## src/rtl/interface_fifo.sv

```systemverilog
// First-word-fall-through buffer with full/empty status and occupancy count.
// Optional sticky dropped-write detection is built when OVERRUN_DETECT_EN is defined.
module interface_fifo #(
  parameter int N = 8,
  parameter int W = 2
) (
  input  logic         clk,
  input  logic         reset,
  input  logic         wr,
  input  logic         rd,
  input  logic [N-1:0] data_in,
`ifdef OVERRUN_DETECT_EN
  input  logic         clr_ovr,
  output logic         overrun,
`endif
  output logic [N-1:0] data_out,
  output logic         status_flag,
  output logic         empty,
  output logic         full,
  output logic [W:0]   count
);

  localparam int         DEPTH   = 2 ** W;
  localparam logic [W:0] DEPTH_C = (W + 1)'(DEPTH);

  logic [N-1:0] mem_r [DEPTH];
  logic [W-1:0] wr_ptr_r;
  logic [W-1:0] rd_ptr_r;
  logic [W:0]   count_r;
  logic         empty_r;
  logic         full_r;
  logic [N-1:0] data_out_r;

  logic         wr_acc_s;
  logic         rd_acc_s;
  logic [W-1:0] rd_ptr_nxt_s;
  logic [W:0]   count_nxt_s;
  logic [N-1:0] head_nxt_s;

  assign wr_acc_s = wr & (~full_r | rd);
  assign rd_acc_s = rd & ~empty_r;

  // Next pointer, occupancy and head word; the head bypasses the array when
  // the word being written this cycle becomes the new head.
  always_comb begin
    rd_ptr_nxt_s = rd_ptr_r;
    count_nxt_s  = count_r;
    head_nxt_s   = '0;
    if (rd_acc_s) begin
      rd_ptr_nxt_s = rd_ptr_r + W'(1'b1);
    end else begin
      rd_ptr_nxt_s = rd_ptr_r;
    end
    if (wr_acc_s && !rd_acc_s) begin
      count_nxt_s = count_r + (W + 1)'(1'b1);
    end else if (rd_acc_s && !wr_acc_s) begin
      count_nxt_s = count_r - (W + 1)'(1'b1);
    end else begin
      count_nxt_s = count_r;
    end
    if (count_nxt_s == (W + 1)'(1'b0)) begin
      head_nxt_s = '0;
    end else if (wr_acc_s && (wr_ptr_r == rd_ptr_nxt_s)) begin
      head_nxt_s = data_in;
    end else begin
      head_nxt_s = mem_r[rd_ptr_nxt_s];
    end
  end

  // Storage array write port; contents are deliberately not reset.
  always_ff @(posedge clk) begin
    if (wr_acc_s) begin
      mem_r[wr_ptr_r] <= data_in;
    end
  end

  // Pointers, occupancy and registered status/head outputs.
  always_ff @(posedge clk) begin
    if (reset) begin
      wr_ptr_r   <= '0;
      rd_ptr_r   <= '0;
      count_r    <= '0;
      empty_r    <= 1'b1;
      full_r     <= 1'b0;
      data_out_r <= '0;
    end else begin
      if (wr_acc_s) begin
        wr_ptr_r <= wr_ptr_r + W'(1'b1);
      end
      rd_ptr_r   <= rd_ptr_nxt_s;
      count_r    <= count_nxt_s;
      empty_r    <= (count_nxt_s == (W + 1)'(1'b0));
      full_r     <= (count_nxt_s == DEPTH_C);
      data_out_r <= head_nxt_s;
    end
  end

`ifdef OVERRUN_DETECT_EN
  logic overrun_r;

  // Sticky dropped-write flag; a new drop outranks a simultaneous clear.
  always_ff @(posedge clk) begin
    if (reset) begin
      overrun_r <= 1'b0;
    end else if (wr && full_r && !rd) begin
      overrun_r <= 1'b1;
    end else if (clr_ovr) begin
      overrun_r <= 1'b0;
    end
  end

  assign overrun = overrun_r;
`endif

  assign data_out    = data_out_r;
  assign status_flag = ~empty_r;
  assign empty       = empty_r;
  assign full        = full_r;
  assign count       = count_r;

endmodule

```

## config.mk

```make
export PLATFORM = sky130hd
export DESIGN_NAME = interface_fifo
export DESIGN_NICKNAME = d
export VERILOG_FILES = /design/src/rtl/interface_fifo.sv
export SDC_FILE = /design/constraint.sdc
export NUM_CORES = 1
export LEC_CHECK = 0
export ABC_CLOCK_PERIOD_IN_PS = 2540
export BUFFER_PORTS_ARGS = -buffer_cell sky130_fd_sc_hd__buf_4
export CORE_MARGIN = 2
export CORE_UTILIZATION = 31
export DETAILED_ROUTE_END_ITERATION = 6
export PLACE_DENSITY_LB_ADDON = 0.3
export SLEW_MARGIN = 20
export SYNTH_ARGS = -nofsm -noshare
export SYNTH_HDL_FRONTEND = slang
export SYNTH_SLANG_ARGS = --single-unit
export TNS_END_PERCENT = 20
```

## constraint.sdc

```tcl
create_clock -name clk -period 2.54 [get_ports clk]
set_input_delay 0.508 -clock clk [delete_from_list [all_inputs] [get_ports clk]]
set_output_delay 0.508 -clock clk [all_outputs]
set_load 0.02 [all_outputs]
```

==> results.json <==
{
  "rr_endpoint": "data_out[1]",
  "fin_util_pct": 36.1,
  "synth_top_area_cell": "edfxtp_1",
  "die_x_um": 91.9,
  "numCtsBuffers": 5,
  "hold_path_depth": 1,
  "synthTopCellsByArea": "edfxtp_1 40%, dfxtp_1 14%, mux4_2 7.5%",
  "crit_arrival_ns": 2.13,
  "vias": 1572,
  "cts_tree": "yes",
  "dp_hpwl_um": 3130,
  "tightest_slew_ns": 0.534,
  "syn_area_sq_um": 2400,
  "gp_congestion": 0.756,
  "ys_types": 38,
  "synth_seq_cells": 49,
  "peakVddDrop_mv": 0.307,
  "critPathKind": "reg2reg",
  "setup_viol": 0,
  "cell_internal_pwr_w": 0.00133,
  "grt_max_degree": 26,
  "drive_above_1_share_pct": 23.0,
  "power_frac_comb_pct": 26.3,
  "drc": 0,
  "grtUsageTotal_pct": 12.3,
  "yosys_most_used_dff": "edfxtp_1",
  "avgSynthCellArea_sq_um": 11.9,
  "die-area_sq_um": 8450,
  "portBuffers": 25,
  "crit-reg2reg-launch": "empty",
  "final_hold_viol_count": 0,
  "routedWlPerCell_um": 14.9,
  "grt_pass1_vias": 1544,
  "antenna_found_initial": 0,
  "n_antenna_cell": 0,
  "final_nets": 243,
  "worstSkewPairLatency_ns": 0.30,
  "cts-resized-gates": 0,
  "grt_pass1_wl_um": 7900,
  "synth_mux_area_share_pct": 7.94,
  "ys_warn_count": 0,
  "rsz0062_at_grt": "no",
  "slew-limit-headroom_pct": 64.2,
  "drt_pass1_iterations": 4,
  "finClkSkew_ns": 0.0114,
  "numClockSinks": 49,
  "core-area_sq_um": 7610,
  "ctsHtreeMaxLevel": 2,
  "crit_path_start_kind": "flip-flop",
  "postLayoutCellArea_sq_um": 2740,
  "synth_edf_count": 32,
  "wl_um": 4890,
  "yosysTopAreaCellShare_pct": 40.1,
  "synth_common_cells": "40 x nor2_1, 32 x edfxtp_1, 17 x dfxtp_1",
  "syn_inst": 202,
  "r2r_slack_ns": 0.58,
  "hold_buffers": 0,
  "gr-total-overflow": 0,
  "synthAdderAreaFrac_pct": 3.13,
  "synth_xor_area_share_pct": 2.61,
  "drv_slew": 0,
  "status": "finished, final reports clean",
  "synth_top_family_by_area": "simple AND/OR/NAND/NOR gates",
  "rows": 32,
  "clkPwrFrac_pct": 23.2,
  "postPlaceCellArea_sq_um": 2660,
  "fin_crit_sh_pct": 77.0,
  "yosysSeqAreaShare_pct": 54.3,
  "p_sw_share_pct": 29.5,
  "whs_ns": 0.417,
  "synth-simple-area-share_pct": 16.3,
  "area_growth_pct": 14.5,
  "hold_end": "mem_r[1][4]",
  "powerDensity_nw_per_um2": 691,
  "finalSetupTns_ns": 0,
  "drtAntennaViolNets": 0,
  "cts.clk_slew.worst_paths_ns": 0.09,
  "die_h_um": 91.9,
  "synth_compound_area_share_pct": 11.1,
  "cp_data_required_time_ns": 2.71,
  "drtIter0Drc": 98,
  "yosysMostFrequentCell": "nor2_1",
  "r2r_cells": 5,
  "seq_power_share_pct": 50.5,
  "p_switching_w": 0.000559,
  "clockBufferDepth": 2,
  "via_per_inst": 4.79,
  "end_kind": "flip-flop",
  "start_util_pct": 31.5,
  "maxCapViolations": 0,
  "io_pins": 26,
  "hp-start": "data_in[4]",
  "period_minus_slack_ns": 1.96,
  "root_buffer": "clkbuf_8",
  "cellLeakagePower_nw": 1.03,
  "critPathMaxFanout": 22,
  "synthArstFlopShare_pct": 0,
  "post-cts-setup-buffers": 0,
  "hold_path.class": "in2reg",
  "max_freq_ghz": 0.511,
  "syn-num-nets": 220
}
-- power by group through the flow --
| stage | registers [W] | logic [W] | clock network [W] |
|---|---|---|---|
| final | 0.000957 | 0.000498 | 0.000439 |
| after global routing | 0.000967 | 0.000551 | 0.000488 |
| after CTS | 0.000958 | 0.000505 | 0.000453 |
| after detailed placement | 0.000975 | 0.000505 | 0 |
| after global placement | 0.000977 | 0.000498 | 0 |
| after floorplan | 0.00101 | 0.000318 | 0 |
-- cells by family (layout without fill, tap and decap cells) --
| family | Yosys count | count (layout) |
|---|---|---|
| xor gates and xnor gates | 5 | 5 |
| DFF | 49 | 49 |
| muxes | 9 | 9 |
| adders and majority gates | 6 | 6 |
| AOI/OAI and AO/OA | 34 | 34 |
| and+or+nand+nor | 79 | 79 |
| buffers and inverters | 20 | 44 |
-- through the flow --
step	cells	total power (W)	setup WS (ns)
floorplan	202	0.00133	0.650
global placement	320	0.00147	0.470
detailed placement	320	0.00148	0.409
CTS	328	0.00192	0.561
global route	328	0.00200	0.393
finish	328	0.00189	0.585
-- layout make-up --
class | count | area (sq um)
clock buffers | 7 | 76.3
clock inverters | 1 | 5.00
fillers | 778 | 4860
inverters | 6 | 22.5
multi-input cells | 133 | 985
flip-flops and latches | 49 | 1300
well taps | 102 | 128
repair buffers | 30 | 225
-- flip-flops by register name, indices dropped and copies added (netlist names) --
signal and count:
mem_r 32, data_out 8, count 3, rd_ptr_r 2, wr_ptr_r 2, empty 1
full 1
-- how the worst max path moves through the flow --
stage	from	end	slack [ns]	depth (start not counted)
5_1_grt	count[0]	data_out[7]	0.39	7
2_1_floorplan	wr	mem_r[1][0]	0.65	4
3_5_place_dp	rd	data_out[7]	0.41	6
6_report	empty	data_out[1]	0.58	5
3_3_place_gp	rd	data_out[2]	0.47	6
4_1_cts	empty	data_out[1]	0.56	5
-- worst max-delay path: stages (launching register included) --
cell	delay, ns
dfxtp_1	0.36
and2b_4	0.47
nor3_1	0.10
a2111oi_2	0.44
a31o_2	0.39
a21oi_1	0.07
-- layer usage --
layer	wire, um	track usage (%)	vias up
met4	29	3.36	0
met5	0	0	-
met1	2200	16.2	758
met3	303	3.29	2
li1	-	-	774
met2	2350	20.2	38
-- layout by cell type, fill, tap and decap left out, types with 5 or more instances in the layout --
cell type	Yosys	routed
a211o_1	9	9
a211oi_1	8	8
a21oi_1	10	10
buf_4	4	30
clkbuf_8	0	5
dfxtp_1	17	17
edfxtp_1	32	32
ha_1	6	6
inv_1	6	6
mux4_2	8	8
nand2b_1	6	6
nand3_1	8	8
nor2_1	40	40
nor2b_1	9	9
Power figures use the tool's default switching activity.
